$ cat config.mk
export PLATFORM = sky130hd
export DESIGN_NAME = stage1_fetch_top
export DESIGN_NICKNAME = d
export VERILOG_FILES = /design/src/rtl/stage1_fetch_top.sv
export SDC_FILE = /design/constraint.sdc
export NUM_CORES = 1
export LEC_CHECK = 0
export ABC_AREA = 1
export CAP_MARGIN = 15
export CORE_MARGIN = 5
export CORE_UTILIZATION = 47
export DETAILED_ROUTE_END_ITERATION = 8
export PLACE_DENSITY = 0.81
export SLEW_MARGIN = 20
export SYNTH_ARGS = -nofsm -noshare
export SYNTH_HDL_FRONTEND = slang
export SYNTH_SLANG_ARGS = --single-unit
export TNS_END_PERCENT = 1
$ cat constraint.sdc
create_clock -name clk -period 4.3 [get_ports clk]
set_clock_uncertainty 0.15 [all_clocks]
set_input_delay 0.43 -clock clk [delete_from_list [all_inputs] [get_ports clk]]
set_output_delay 0.43 -clock clk [all_outputs]
set_load 0.005 [all_outputs]
$ cat src/rtl/stage1_fetch_top.sv
// Stage-1 pixel fetch: scans every 3x3 window of an IMG_DIM x IMG_DIM image and steers pixels onto nine tap outputs.
// Build option: define STAGE1_NOCONNECT_EN to route data onto op_NoConnect when no tap is selected.
module stage1_fetch_top #(
  parameter int width   = 8,
  parameter int IMG_DIM = 32
) (
  input  logic             clk,
  input  logic             rst,
  input  logic             start,
  output logic             wren,
  output logic [9:0]       addr,
  input  logic [width-1:0] data,
  output logic [width-1:0] op1,
  output logic [width-1:0] op2,
  output logic [width-1:0] op3,
  output logic [width-1:0] op4,
  output logic [width-1:0] op5,
  output logic [width-1:0] op6,
  output logic [width-1:0] op7,
  output logic [width-1:0] op8,
  output logic [width-1:0] op9,
  output logic             op1_valid,
  output logic             op2_valid,
  output logic             op3_valid,
  output logic             op4_valid,
  output logic             op5_valid,
  output logic             op6_valid,
  output logic             op7_valid,
  output logic             op8_valid,
  output logic             op9_valid,
  output logic [width-1:0] op_NoConnect
);

  // state | meaning
  // IDLE  | waiting for start, addr holds
  // FETCH | issuing one tap address per cycle
  // DONE  | one cycle after the last tap, then back to IDLE
  typedef enum logic [1:0] {IDLE, FETCH, DONE} state_t;

  localparam logic [9:0] DIM  = 10'(IMG_DIM);
  localparam logic [9:0] LAST = 10'(IMG_DIM - 3);

  state_t     state_q, state_d;
  logic [9:0] row_q, row_d, col_q, col_d;
  logic [1:0] trow_q, trow_d, tcol_q, tcol_d;
  logic [9:0] addr_q, addr_d;
  logic [3:0] sel_q, sel_d;

  always_comb begin
    state_d = state_q;
    row_d   = row_q;
    col_d   = col_q;
    trow_d  = trow_q;
    tcol_d  = tcol_q;
    addr_d  = addr_q;
    sel_d   = 4'd0;
    case (state_q)
      IDLE: begin
        if (start) begin
          state_d = FETCH;
          row_d   = '0;
          col_d   = '0;
          trow_d  = '0;
          tcol_d  = '0;
          addr_d  = '0;
        end
      end
      FETCH: begin
        sel_d = 4'(trow_q) * 4'd3 + 4'(tcol_q) + 4'd1;
        if (tcol_q != 2'd2) begin
          tcol_d = tcol_q + 2'd1;
        end else if (trow_q != 2'd2) begin
          tcol_d = 2'd0;
          trow_d = trow_q + 2'd1;
        end else begin
          tcol_d = 2'd0;
          trow_d = 2'd0;
          if (col_q != LAST) begin
            col_d = col_q + 10'd1;
          end else if (row_q != LAST) begin
            col_d = '0;
            row_d = row_q + 10'd1;
          end else begin
            state_d = DONE;
          end
        end
        // On the final tap addr is left alone so it holds through DONE and IDLE.
        if (state_d == FETCH)
          addr_d = (row_d + 10'(trow_d)) * DIM + col_d + 10'(tcol_d);
      end
      DONE:    state_d = IDLE;
      default: state_d = IDLE;
    endcase
  end

  always_ff @(posedge clk or posedge rst) begin
    if (rst) begin
      state_q <= IDLE;
      row_q   <= '0;
      col_q   <= '0;
      trow_q  <= '0;
      tcol_q  <= '0;
      addr_q  <= '0;
      sel_q   <= '0;
    end else begin
      state_q <= state_d;
      row_q   <= row_d;
      col_q   <= col_d;
      trow_q  <= trow_d;
      tcol_q  <= tcol_d;
      addr_q  <= addr_d;
      sel_q   <= sel_d;
    end
  end

  logic       hit;
  logic [8:0] vld;
  assign hit  = (sel_q >= 4'd1) && (sel_q <= 4'd9);
  assign vld  = hit ? (9'd1 << (sel_q - 4'd1)) : 9'd0;
  assign addr = addr_q;
  assign wren = 1'b0;

  assign op1_valid = vld[0];
  assign op2_valid = vld[1];
  assign op3_valid = vld[2];
  assign op4_valid = vld[3];
  assign op5_valid = vld[4];
  assign op6_valid = vld[5];
  assign op7_valid = vld[6];
  assign op8_valid = vld[7];
  assign op9_valid = vld[8];

  assign op1 = vld[0] ? data : '0;
  assign op2 = vld[1] ? data : '0;
  assign op3 = vld[2] ? data : '0;
  assign op4 = vld[3] ? data : '0;
  assign op5 = vld[4] ? data : '0;
  assign op6 = vld[5] ? data : '0;
  assign op7 = vld[6] ? data : '0;
  assign op8 = vld[7] ? data : '0;
  assign op9 = vld[8] ? data : '0;

`ifdef STAGE1_NOCONNECT_EN
  assign op_NoConnect = hit ? '0 : data;
`else
  assign op_NoConnect = '0;
`endif

endmodule

## Yosys cells after proc, flatten, opt, wreduce, memory -nomap -nowiden

Cells that the tools add are included.

- Register bits after elaboration: 40
- Input port bits: 11
- Output and inout bits: 100
- Logic and storage cells: 75

- Add/subtract/negate cells: 10
- Multipliers: 1
- $lt $le $gt $ge: 2
- Equal/unequal tests: 8
- Shifts and indexed selects: 1
- Multiplexer cells: 41
- Reduce and logical (&&, ||, !) cells: 5

Operators with widths:

| cell | number |
|---|---|
| two-way mux 10 bit | 12 |
| two-way mux 8 bit | 9 |
| one-hot mux 10 bit (2 select lines) | 3 |
| two-way mux 2 bit | 12 |
| adder 10 x 1 -> 10 bit, second input constant | 2 |
| inequality test 10 x 5 -> 1 bit, second input constant | 2 |
| one-hot mux 2 bit (2 select lines) | 3 |
| adder 10 bit | 1 |
| adder 10 x 2 -> 10 bit | 1 |
| two-way mux 9 bit | 1 |
| left shift 1 x 4 -> 9 bit, first input constant | 1 |
| inequality test 2 bit, second input constant | 4 |
| adder 5 x 2 -> 5 bit | 1 |
| adder 2 x 1 -> 2 bit, second input constant | 2 |
| adder 4 x 1 -> 4 bit, second input constant | 1 |
| adder 4 x 2 -> 4 bit | 1 |
| == test 2 x 1 -> 1 bit, second input constant | 2 |
| greater-or-equal comparator 4 x 1 -> 1 bit, second input constant | 1 |
| less-or-equal comparator 4 bit, second input constant | 1 |
| multiplier 2 x 2 -> 4 bit, second input constant | 1 |
| two-way mux 4 bit | 1 |
| subtractor 4 x 1 -> 4 bit, second input constant | 1 |
| AND reduction 3 bit | 1 |
| logical NOT 2 bit | 1 |
| other kinds (3) | 3 |

## Longest topological paths before layout

Gate-level depths: netlist (run 1).

- Depth after elaboration: 11
- Gate-level depth with buffers: 28
- Mapped depth without buffers: 28

## Worst setup path after synthesis (run 1)

OpenSTA, ideal clock, no wires.

- Path type: register to register
- From: register col_q[1]
- To: register addr_q[9], in the netlist addr[9]
- Setup time: 0.117 ns
- Arrival time: 3.176 ns
- Data required time: 4.033 ns
- Slack: 0.857 ns
- Cell stages (with the launch flop): 27
- Path buffers: 0
- Period minus slack after synthesis: 3.443 ns
- Cells stage by stage: dfrtp_1 > inv_1 > ha_1 > nand2_2 > nor2_4 > inv_1 > nor2_2 > nand2_1 > nor2_4 > inv_1 > o21ai_0 > inv_1 > ha_1 > nand2_1 > inv_1 > o21ai_0 > xor2_1 > ha_1 > inv_1 > nor3_1 > inv_1 > nor2_1 > nand2_1 > nand2_1 > nand3_1 > nand3_1 > nand2_1

- Cells in the longest elaborated chain, start to end: 10
- Elaborated cells on any way between the ends: 23
- Classes of those cells: add/sub: 4; eq/ne: 3; mux: 15; reduce/logical: 1

Ends and longest elaborated chain:

| item | line | text |
|---|---|---|
| start, declared | 44 | `logic [9:0] row_q, row_d, col_q, col_d;` |
| start signal, assigned | 108 | `col_q <= col_d;` |
| inequality test 10 x 5 -> 1 bit | 78 | `if (col_q != LAST) begin` |
| two-way mux 10 bit | 78 |  |
| two-way mux 10 bit | 72 | `end else if (trow_q != 2'd2) begin` |
| two-way mux 10 bit | 70 | `if (tcol_q != 2'd2) begin` |
| two-way mux 10 bit | 57 | `case (state_q)` |
| adder 5 x 2 -> 5 bit | 89 | `addr_d = (row_d + 10'(trow_d)) * DIM + col_d + 10'(tcol_d);` |
| adder 10 bit | 89 |  |
| adder 10 x 2 -> 10 bit | 89 |  |
| two-way mux 10 bit | 88 | `if (state_d == FETCH)` |
| one-hot mux 10 bit (2 select lines) | 57 |  |
| end signal, assigned | 111 | `addr_q <= addr_d;` |
| end, declared | 46 | `logic [9:0] addr_q, addr_d;` |

Parallel ways exist; a longest one is shown, timed or not. The select of a mux whose other input is x is not followed.
A chain may end at the register's enable or synchronous reset.

## Worst setup path after layout (run 1)

Same ends and word-level chain as after synthesis.

==> results of run 1 <==
worst paths after layout:
check | from | to | slack (ps) | depth (start not counted)
setup / recovery | col_q[1]$_DFFE_PP0P_ | addr[9]$_DFFE_PP0P_ | 540 | 26
hold / removal | state_q[1]$_DFFE_PP0P_ | state_q[1]$_DFFE_PP0P_ | 280 | 1
setup reg to reg | col_q[1]$_DFFE_PP0P_ | addr[9]$_DFFE_PP0P_ | 540 | 26
hold reg to reg | state_q[1]$_DFFE_PP0P_ | state_q[1]$_DFFE_PP0P_ | 280 | 1
max in group asynchronous | rst | sel_q[2]$_DFF_PP0_ | 3230 | 3
min in group asynchronous | rst | col_q[5]$_DFFE_PP0P_ | 420 | 3
report_power, final:
group / switching (uW) / total [uW] / internal, uW
clock network: 124 / 229 / 105
registers: 139 / 658 / 519
logic: 791 / 1440 / 649
sequential cells by signal, summed over array words and instances, names as in the netlist:
signal,cells
tcol_q,2
row_q,10
trow_q,2
sel_q,4
addr,10
col_q,10
state_q,2
area by class of cell:
type                            instances  area, um^2  area share, %
Multi-Input combinational cell        356        1900           42.5
Timing Repair Buffer                  104        1030           23.1
Sequential cell                        40        1000           22.4
Inverter                               94         353           7.88
Tap cell                               96         120           2.68
Clock buffer                            5        68.8           1.54
logic make-up (layout without fill, tap and decap cells):
kind of cell / after synthesis / count (layout) / synth area share [%]
AOI/OAI and AO/OA: 48 / 48 / 8.33
adders and majority gates: 22 / 22 / 9.20
DFF: 40 / 40 / 30.2
xor gates and xnor gates: 6 / 6 / 1.58
buffers and inverters: 108 / 203 / 13.5
other: 1 / 9 / 0.113
and+or+nand+nor: 271 / 271 / 37.1
cell usage after synthesis, drive strengths merged:
cell type  number
a21oi          10
a221oi          2
a22o            2
a32o            1
and3            1
buf            11
clkbuf          3
clkinv          9
conb            1
dfrtp          40
fa              4
ha             18
inv            85
nand2          90
nand3          37
nand3b          1
nand4          10
nor2          126
nor3            3
nor4            1
o21ai          24
o21bai          1
o22ai           8
or2             2
xnor2           1
xor2            5
metrics by stage:
stage / util, % / cells
after global routing: 65.5 / 695
after CTS: 65.5 / 695
final: 65.5 / 695
after detailed placement: 64.5 / 690
after floorplan: - / 504
after global placement: 64.5 / 690
routing by layer:
metal  track usage [%]  wire (um)
met1              27.6       3950
met2              40.0       4860
met3              4.01        757
met4              8.42        230
met5                 0          0
placed cells by master, fill, tap and decap left out:
cell type and n:
xor2_1 5, nand2_1 80, clkbuf_8 5, a22o_1 2, o21bai_1 1, or2_2 1
inv_2 5, nand4_1 8, or2_1 1, dfrtp_1 40, nand3b_1 1, nor3_1 3
ha_1 18, a21oi_1 10, inv_1 80, nand2_4 2, clkinv_1 9, o21ai_2 1
nor2_1 116, clkdlybuf4s50_1 101, nand4_4 1, nor2_2 3, nand3_1 35, o21ai_0 22
nand4_2 1, o21ai_1 1, a32o_1 1, a221oi_1 2, nor4_1 1, nand3_2 2
xnor2_1 1, conb_1 9, and3_1 1, nand2_2 8, fa_1 4, o22ai_1 8
buf_4 3, nor2_4 7
==> results.tsv, run 1 <==
stage	metric	value	unit
place	Port Buf Inserts	101	
pwr	Pwr Total	2330	uW
worst_setup_path	Crit path arrival time	3800	ps
die	Die Width	94.0	um
worst_setup_path	Worst Setup End Kind	flip-flop	
timing	final hold violations	0	
die	Starting Density	48.6	%
clock_network	Post-CTS Resized	0	
clock_network	CTS clk-pin slew, worst paths	70	ps
flow_run	Max Cap Violations	0	
route	Initial DRC Count	255	
die	# IOs	111	
pwr	Power Dens Cells	520	mW/mm^2
clock_network	H-tree depth	2	
layout	share of layout cells above drive strength 1	6.51	%
layout	Layout Nets	634	
global_routing	Congestion Overflow GR	0	
pwr	Leak	0.00213	uW
synth	Synthesis Warnings	0	
layout	diode count	0	
timing	min Tclk post-route	3760	ps
clock_network	Sink Count	40	
timing	WHS	277	ps
layout	Area Overhead vs Synth	34.9	%
timing	Pins Over Slew Limit	0	
clock_network	setup bufs post-CTS	0	
clock_network	Clock Latency Late Sink	290	ps
timing	TNS Setup	0	ps
global_routing	initial antenna violation count	0	
synth	Unique masters post-synth	39	
die	core area	0.00683	mm^2
hold_path	worst hold-check path type	flip-flop to flip-flop	
place	pre-CTS WS	571	ps
global_routing	number of global-route vias before repair	3449	
timing	RSZ-0062 raised after global routing	false	
worst_setup_path	Startpoint Class	flip-flop	
worst_setup_path	CP Class	flip-flop to flip-flop	
worst_setup_path	Crit path max-delay family	simple AND/OR/NAND/NOR gates	
worst_setup_path	CP most frequent cell	inv_1	
global_routing	Total Routing Usage GR	22.7	%
clock_network	hold buffers post-CTS	0	
route	WL/cell	14.1	um
route	final WL	9790	um
route	Post-DRT Antenna Nets	0	
run_status	status	finished clean	
die	Rows	30	
synth	largest cells by area after synthesis	dfrtp_1 30%, nor2_1 13%, inv_1 9.0%, nand2_1 9.0%, ha_1 6.8%	
synth	cell count after synthesis	496	
die	die height	94.0	um
clock_network	TritonCTS Buffers	5	
worst_setup_path	CP bufs+invs	7	
synth	Synth top area share	30.2	%
place	GPL Wtd Cong	0.941	
synth	sequential area share after synthesis	30.2	%
place	Post-DP HPWL	7960	um
timing	Worst-Margin Slew	510	ps
clock_network	Longest Clk Path Bufs	2	
clock_network	clock root buffer master	clkbuf_8	
timing	Setup WS post-layout	539	ps
synth	syn avg cell area	6.69	um^2
synth	Synth Register Bits	40	
worst_setup_path	Slowest-stage cell, CP	dfrtp_1	
worst_setup_path	Worst Path Max Fanout	4	
route	DR vias/cell	5.03	
pwr	Peak VDD IR	340	uV
clock_network	CTS tree	done	
layout	fin area	0.00448	mm^2
synth	Mapped Area	0.00332	mm^2
route	Pre-Repair DR Iteration Count	5	
timing	Final setup viols	0	
global_routing	global-route wire length before repair	16400	um
worst_setup_path	CP required	4340	ps
timing	Period Utilization, post-route	87.5	%
worst_setup_path	worst stage delay on the critical path	420	ps
route	vias post-DR	3499	
timing	Max transition margin	65.7	%
place	placed cell area	0.00441	mm^2
layout	# fillers	617	
timing	Peak Freq	266	MHz
global_routing	largest net degree at the start of global routing	41	
die	Die ar.	0.00884	mm^2
synth	Synth area leader	dfrtp_1	
route	Post-route DRC	0	
No activity file was read; power rests on OpenSTA's default activity.
==> run 2, diff against run 1 <==
Settings changed: ABC_AREA 1 to default, GPL_ROUTABILITY_DRIVEN from default to 0.
==> run 2 against run 1 <==
  * Critical path depth fell by 12
  * Largest cell class unchanged
  * Sequential share of layout area fell by 0.52 points
  * Hold slack improved by 77 ps
  * Wire length rose by 3.6%
  * Sequential power fell by 11%
  * Synthesized cell count fell by 22%
  * Power fell by 6.0%
  * Final cell count fell by 15%
  * Global-route usage rose by 0.47 points
  * Clock power rose by 35%
  * Die area fell by 0.68%
==> results.tsv, run 2 <==
stage	metric	value	unit	change
clock_network	clock root buffer master	clkbuf_8		unchanged
worst_setup_path	worst reg2reg path depth	14		was 26
synth	Post-Synth Simple-Gate Area	31.3	%	was 37.1%
timing	Period Utilization, post-route	97.1	%	was 87.5%
pwr	Power Dens Cells	477	mW/mm^2	was 520 mW/mm^2
synth	Post-synth top cells	76 x and2_1, 40 x dfrtp_1, 27 x nand2_1, 25 x nor2_1, 21 x o21ai_0		was 116 x nor2_1, 80 x inv_1, 80 x nand2_1, 40 x dfrtp_1, 35 x nand3_1
clock_network	CTS tree	done		unchanged
clock_network	Sink Count	40		unchanged
hold_path	critical hold path startpoint	addr[7]$_DFFE_PP0P_		was state_q[1]$_DFFE_PP0P_
synth	sequential area share after synthesis	30.4	%	was 30.2%
die	Die ar.	0.00878	mm^2	was 0.00884 mm^2
global_routing	global-route wire length before repair	16100	um	was 16400 um
synth	XOR/XNOR Fraction of Synth Area	5.85	%	was 1.58%
worst_setup_path	Worst Path Max Fanout	5		was 4
worst_setup_path	CP Class	flip-flop to flip-flop		unchanged
worst_setup_path	r2r startpoint	trow_q[0]$_DFFE_PP0P_		was col_q[1]$_DFFE_PP0P_
layout	fin area	0.00459	mm^2	was 0.00448 mm^2
synth	Synth Register Bits	40		unchanged
route	vias post-DR	3257		was 3499
die	Die Width	93.7	um	was 94.0 um
synth	mux cell area share after synthesis	0.608	%	was 0%
route	Initial DRC Count	271		was 255
timing	Final setup viols	0		unchanged
run_status	status	finished clean		unchanged
die	die height	93.7	um	was 94.0 um
layout	Area Overhead vs Synth	39.3	%	was 34.9%
clock_network	CTS clk-pin slew, worst paths	90	ps	was 70 ps
route	WL/cell	17.2	um	was 14.1 um
synth	Post-Synth Adder-Cell Area	9.27	%	was 9.20%
synth	Unique masters post-synth	54		was 39
die	Starting Density	48.5	%	was 48.6%
synth	most frequent cell after synthesis	and2_1		was nor2_1
timing	Pins Over Slew Limit	0		unchanged
clock_network	H-tree depth	2		unchanged
route	Pre-Repair DR Iteration Count	5		unchanged
place	Post-DP HPWL	7880	um	was 7960 um
global_routing	number of global-route vias before repair	3020		was 3449
place	placed cell count	581		was 690
place	placed cell area	0.00445	mm^2	was 0.00441 mm^2
layout	share of layout cells above drive strength 1	7.10	%	was 6.51%
synth	Post-synth EDFFs	0		unchanged
worst_setup_path	Worst Setup End Kind	flip-flop		unchanged
global_routing	largest net degree at the start of global routing	41		unchanged
timing	Peak Freq	240	MHz	was 266 MHz
hold_path	Hold Crit Depth	1		unchanged
timing	Worst-Margin Slew	869	ps	was 510 ps
layout	Layout Nets	525		was 634
pwr	Leak	0.00191	uW	was 0.00213 uW
synth	Synth area leader	dfrtp_1		unchanged
synth	cell count after synthesis	386		was 496
flow_run	Max Cap Violations	0		unchanged
synth	Synthesis Warnings	0		unchanged
global_routing	Congestion Overflow GR	0		unchanged
route	Post-route DRC	0		unchanged
synth	Mapped Area	0.00329	mm^2	was 0.00332 mm^2
die	Rows	30		unchanged
place	Port Buf Inserts	101		unchanged
layout	Finished Layout Cells	589		was 695
global_routing	Total Routing Usage GR	23.2	%	was 22.7%
worst_setup_path	Crit path arrival time	4220	ps	was 3800 ps
timing	min Tclk post-route	4170	ps	was 3760 ps
layout	most frequent cells in the layout	101 x clkdlybuf4s50_1, 76 x and2_1, 39 x dfrtp_1		was 116 x nor2_1, 101 x clkdlybuf4s50_1, 80 x inv_1, 80 x nand2_1, 40 x dfrtp_1
die	core area	0.00679	mm^2	was 0.00683 mm^2
route	Post-DRT Antenna Nets	0		unchanged
synth	FFs w/ async S/R, synth	100	%	unchanged
worst_setup_path	Critical R2R Capture	addr[7]$_DFFE_PP0P_		was addr[9]$_DFFE_PP0P_
hold_path	Worst Hold Path EP	addr[7]$_DFFE_PP0P_		was state_q[1]$_DFFE_PP0P_
timing	Max transition margin	41.6	%	was 65.7%
layout	most common cell after layout, fill and taps aside	clkdlybuf4s50_1		was nor2_1
layout	diode count	0		unchanged
timing	TNS Setup	0	ps	unchanged
timing	RSZ-0062 raised after global routing	false		unchanged
route	DR vias/cell	5.53		was 5.03
synth	largest family of logic cells by synthesized area	simple AND/OR/NAND/NOR gates		unchanged
clock_network	TritonCTS Buffers	5		unchanged
synth	Compound-Gate Fraction of Synth Area	16.7	%	was 8.33%
synth	syn avg cell area	8.53	um^2	was 6.69 um^2
synth	Most used DFF post-synth	dfrtp_1		unchanged
worst_setup_path	reg2reg setup slack	130	ps	was 540 ps
timing	final hold violations	0		unchanged
clock_network	Clock Latency Late Sink	300	ps	was 290 ps
hold_path	worst hold-check path type	flip-flop to flip-flop		unchanged
worst_setup_path	Startpoint Class	flip-flop		unchanged
clock_network	Longest Clk Path Bufs	2		unchanged
die	# IOs	111		unchanged
synth	Synth top area share	30.4	%	was 30.2%
global_routing	initial antenna violation count	0		unchanged
route	final WL	10100	um	was 9790 um
pwr	Peak VDD IR	218	uV	was 340 uV
worst_setup_path	CP required	4340	ps	about the same
synth	largest cells by area after synthesis	dfrtp_1 30%, and2_1 14%, ha_1 6.8%, a22o_1 3.5%, o21ai_0 3.2%		was dfrtp_1 30%, nor2_1 13%, inv_1 9.0%, nand2_1 9.0%, ha_1 6.8%
layout	Final Util	67.5	%	was 65.5%
-- run 2: logic make-up (layout without fill, tap and decap cells) --
| kind of cell | Yosys count | count (layout) |
|---|---|---|
| buffers and inverters | 39 | 138 |
| xor gates and xnor gates | 22 | 22 |
| other | 1 | 9 |
| and+or+nand+nor | 184 | 184 |
| muxes | 2 | 2 |
| adders and majority gates | 22 | 22 |
| DFF | 40 | 40 |
| AOI/OAI and AO/OA | 76 | 76 |
-- run 2: final cells by class --
| cell class | instances | area, um^2 |
|---|---|---|
| Timing Repair Buffer | 115 | 1120 |
| Fill cell | 552 | 2210 |
| Clock buffer | 5 | 68.8 |
| Clock inverter | 3 | 42.5 |
| Multi-Input combinational cell | 315 | 2180 |
| Tap cell | 96 | 120 |
| Sequential cell | 40 | 1000 |
| Inverter | 15 | 56.3 |
-- run 2: worst max-delay path by stage --
stage,start,to,slack [ps],cells past startpoint
after floorplan,col_q[6]$_DFFE_PP0P_,addr[9]$_DFFE_PP0P_,40,17
after global placement,col_q[6]$_DFFE_PP0P_,addr[9]$_DFFE_PP0P_,280,14
after detailed placement,trow_q[0]$_DFFE_PP0P_,addr[9]$_DFFE_PP0P_,110,16
after CTS,trow_q[0]$_DFFE_PP0P_,addr[7]$_DFFE_PP0P_,80,14
after global routing,trow_q[0]$_DFFE_PP0P_,addr[7]$_DFFE_PP0P_,1,14
final,trow_q[0]$_DFFE_PP0P_,addr[7]$_DFFE_PP0P_,130,14
-- run 2: metal layers --
metal,GRT usage (%),vias up,wire (um)
met5,0,-,0
met4,6.98,0,264
met3,3.53,26,540
met2,40.0,128,5230
met1,29.9,1570,4110
li1,-,1533,-
-- run 2: power breakdown --
part	switching, uW	total, uW	internal, uW
logic	594	1300	703
registers	97.5	583	485
clock network	137	309	172
total	829	2190	1360
-- run 2: metrics by stage --
stage	power (uW)	setup slack, ps	hold slack [ps]
6_report	2190	127	354
4_1_cts	2190	79.3	359
2_1_floorplan	1290	41.1	338
3_5_place_dp	1870	106	339
3_3_place_gp	1830	277	340
5_1_grt	2360	1.27	364
-- run 2: worst max-delay path, stage by stage, from the launching register on --
cell      delay (ps)
dfrtp_2          450
inv_1            120
ha_2             220
nand3b_1         120
or4_4            560
nor2_4           170
xor2_1           200
ha_1             200
inv_1             60
fa_1             390
xnor2_1          190
xnor2_1          150
ha_1             300
or4_1            530
a32o_1           260
-- run 2: repair_timing --
item	CTS	global route
buffers inserted	0	0
endpoints found under the setup margin	0	3
hold buffers	0	0
gates resized for setup	0	7
==> run 3, diff against run 2 <==
Settings changed: GPL_ROUTABILITY_DRIVEN 0 to 1, PLACE_DENSITY 0.81 to 0.82, SETUP_SLACK_MARGIN from default to 0.3.
==> run 3 against run 2 <==
  * Hold slack better by 2.0 ps
  * Critical path type unchanged
  * Power up 0.20%
  * Flip-flop and latch count unchanged
  * Highest routed layer unchanged
  * Largest cell class unchanged
  * Wire length down 1.4%
==> results.tsv, run 3 (synthesis results as in run 2) <==
stage	metric	value	unit	change
route	Post-DRT Antenna Nets	0		unchanged
route	vias post-DR	3223		was 3257
route	WL/cell	16.9	um	was 17.2 um
worst_setup_path	Slowest-stage cell, CP	or4_1		was or4_4
clock_network	hold buffers post-CTS	0		unchanged
worst_setup_path	CP Cell Sequence	or4_1, or4_4, nor2_4, xor2_1, ha_2, ha_1, o21ai_0, a211oi_1, o21ai_1, a2111oi_4, nor3_1, or2_2, o211ai_2		was inv_1, ha_2, nand3b_1, or4_4, nor2_4, xor2_1, ha_1, inv_1, fa_1, xnor2_1, xnor2_1, ha_1, or4_1, a32o_1
global_routing	number of global-route vias before repair	3124		was 3020
global_routing	largest net degree at the start of global routing	41		unchanged
flow_run	Max Cap Violations	0		unchanged
worst_setup_path	r2r startpoint	col_q[7]$_DFFE_PP0P_		was trow_q[0]$_DFFE_PP0P_
pwr	Gate power share	59.1	%	was 59.3%
worst_setup_path	Crit path arrival time	4140	ps	was 4220 ps
place	Port Buf Inserts	101		unchanged
pwr	sequential share of power	26.7	%	was 26.6%
die	Starting Density	48.5	%	unchanged
worst_setup_path	Critical Path End	addr[9]$_DFFE_PP0P_		was addr[7]$_DFFE_PP0P_
die	Rows	30		unchanged
layout	Area Overhead vs Synth	40.0	%	was 39.3%
timing	Final setup viols	0		unchanged
timing	Period Utilization, post-route	94.3	%	was 97.1%
worst_setup_path	worst reg2reg path depth	13		was 14
place	placed cell count	578		was 581
layout	most common cell after layout, fill and taps aside	clkdlybuf4s50_1		unchanged
worst_setup_path	launch point of the worst path	col_q[7]$_DFFE_PP0P_		was trow_q[0]$_DFFE_PP0P_
timing	final hold violations	0		unchanged
clock_network	TritonCTS Buffers	5		unchanged
worst_setup_path	CP Class	flip-flop to flip-flop		unchanged
pwr	Peak VDD IR	215	uV	was 218 uV
layout	most frequent cells in the layout	101 x clkdlybuf4s50_1, 76 x and2_1, 38 x dfrtp_1		was 101 x clkdlybuf4s50_1, 76 x and2_1, 39 x dfrtp_1
global_routing	initial antenna violation count	0		unchanged
pwr	Power Dens Cells	476	mW/mm^2	was 477 mW/mm^2
timing	Setup WS post-layout	243	ps	was 127 ps
worst_setup_path	Worst Setup End Kind	flip-flop		unchanged
clock_network	clock root buffer master	clkbuf_8		unchanged
place	GPL Wtd Cong	0.897		
timing	RSZ-0062 raised after global routing	true		was false
layout	Finished Layout Cells	591		was 589
worst_setup_path	Worst Path Max Fanout	5		unchanged
route	DR vias/cell	5.45		was 5.53
run_status	status	finished clean		unchanged
clock_network	Longest Clk Path Bufs	2		unchanged
clock_network	CTS tree	done		unchanged
pwr	Int Pwr	1360	uW	about the same
global_routing	Total Routing Usage GR	22.9	%	was 23.2%
pwr	Psw	831	uW	was 829 uW
route	final WL	10000	um	was 10100 um
worst_setup_path	Crit. path cell count	13		was 14
timing	Pins Over Slew Limit	0		unchanged
route	Initial DRC Count	283		was 271
route	Pre-Repair DR Iteration Count	5		unchanged
layout	share of layout cells above drive strength 1	8.08	%	was 7.10%
clock_network	Clock Latency Late Sink	300	ps	about the same
timing	TNS Setup	0	ps	unchanged
pwr	Sw Share	37.9	%	about the same
die	core area	0.00679	mm^2	unchanged
place	pre-CTS WS	121	ps	was 106 ps
hold_path	worst hold-check path type	flip-flop to flip-flop		unchanged
worst_setup_path	reg2reg setup slack	240	ps	was 130 ps
timing	Max transition margin	35.8	%	was 41.6%
die	Die ar.	0.00878	mm^2	unchanged
die	die height	93.7	um	unchanged
die	Die Width	93.7	um	unchanged
global_routing	global-route wire length before repair	15900	um	was 16100 um
timing	min Tclk post-route	4060	ps	was 4170 ps
timing	Peak Freq	246	MHz	was 240 MHz
worst_setup_path	Critical R2R Capture	addr[9]$_DFFE_PP0P_		was addr[7]$_DFFE_PP0P_
worst_setup_path	worst stage delay on the critical path	540	ps	was 560 ps
clock_network	Sink Count	40		unchanged
layout	Layout Nets	527		was 525
worst_setup_path	CP bufs+invs	0		was 2
clock_network	H-tree depth	2		unchanged
die	# IOs	111		unchanged
worst_setup_path	Startpoint Class	flip-flop		unchanged
pwr	Leak	0.00191	uW	about the same
worst_setup_path	Crit path max-delay family	simple AND/OR/NAND/NOR gates		unchanged
clock_network	CTS clk-pin slew, worst paths	80	ps	was 90 ps
worst_setup_path	CP required	4380	ps	was 4340 ps
layout	diode count	0		unchanged
timing	Worst-Margin Slew	956	ps	was 869 ps
route	Post-route DRC	0		unchanged
pwr	clock share of power	14.3	%	was 14.1%
place	Post-DP HPWL	7570	um	was 7880 um
global_routing	Congestion Overflow GR	0		unchanged
## run 3: power groups by stage
| stage | Clock, uW | Sequential [uW] | Combinational, uW |
|---|---|---|---|
| after floorplan | 0 | 582 | 716 |
| after global placement | 0 | 591 | 1230 |
| after detailed placement | 0 | 592 | 1270 |
| after CTS | 319 | 584 | 1290 |
| after global routing | 335 | 604 | 1420 |
| final | 313 | 585 | 1300 |
## run 3: through the flow
step | instance area [um^2] | power [uW] | util [%] | hold WS [ps]
2_1_floorplan | 3380 | 1300 | - | 338
3_3_place_gp | 4450 | 1820 | 65.5 | 330
3_5_place_dp | 4450 | 1860 | 65.5 | 339
4_1_cts | 4610 | 2200 | 67.8 | 362
5_1_grt | 4610 | 2360 | 67.8 | 374
6_report | 4610 | 2190 | 67.8 | 356
## run 3: how the worst min path moves through the flow
stage                          from                    to  slack [ps]  cells after the start
6_report        addr[5]$_DFFE_PP0P_   addr[5]$_DFFE_PP0P_         360                      1
5_1_grt         addr[2]$_DFFE_PP0P_   addr[2]$_DFFE_PP0P_         370                      1
4_1_cts         addr[7]$_DFFE_PP0P_   addr[7]$_DFFE_PP0P_         360                      1
3_5_place_dp    addr[3]$_DFFE_PP0P_   addr[3]$_DFFE_PP0P_         340                      1
3_3_place_gp    addr[3]$_DFFE_PP0P_   addr[3]$_DFFE_PP0P_         330                      1
2_1_floorplan  row_q[4]$_DFFE_PP0P_  row_q[4]$_DFFE_PP0P_         340                      1
## run 3: repair_timing
item | 4_1_cts | 5_1_grt
pin swaps | 3 | 0
endpoints found under the setup margin | 3 | 3
buffers inserted | 5 | 0
cloned | 0 | 0
gates resized for setup | 6 | 1
## run 3: metal layers
metal / vias to the layer above / global-route usage [%] / share of wire, %
li1: 1540 / - / -
met1: 1542 / 27.9 / 41
met2: 115 / 40.3 / 51
met3: 26 / 3.77 / 5.6
met4: 0 / 8.54 / 2.4
met5: - / 0 / 0
## run 3: final cells by class
cell class | count | area (um^2)
well taps | 96 | 120
clock inverters | 3 | 42.5
clock buffers | 5 | 68.8
flip-flops and latches | 40 | 1000
inverters | 15 | 56.3
repair buffers | 117 | 1130
multi-input cells | 315 | 2190
fillers | 565 | 2180
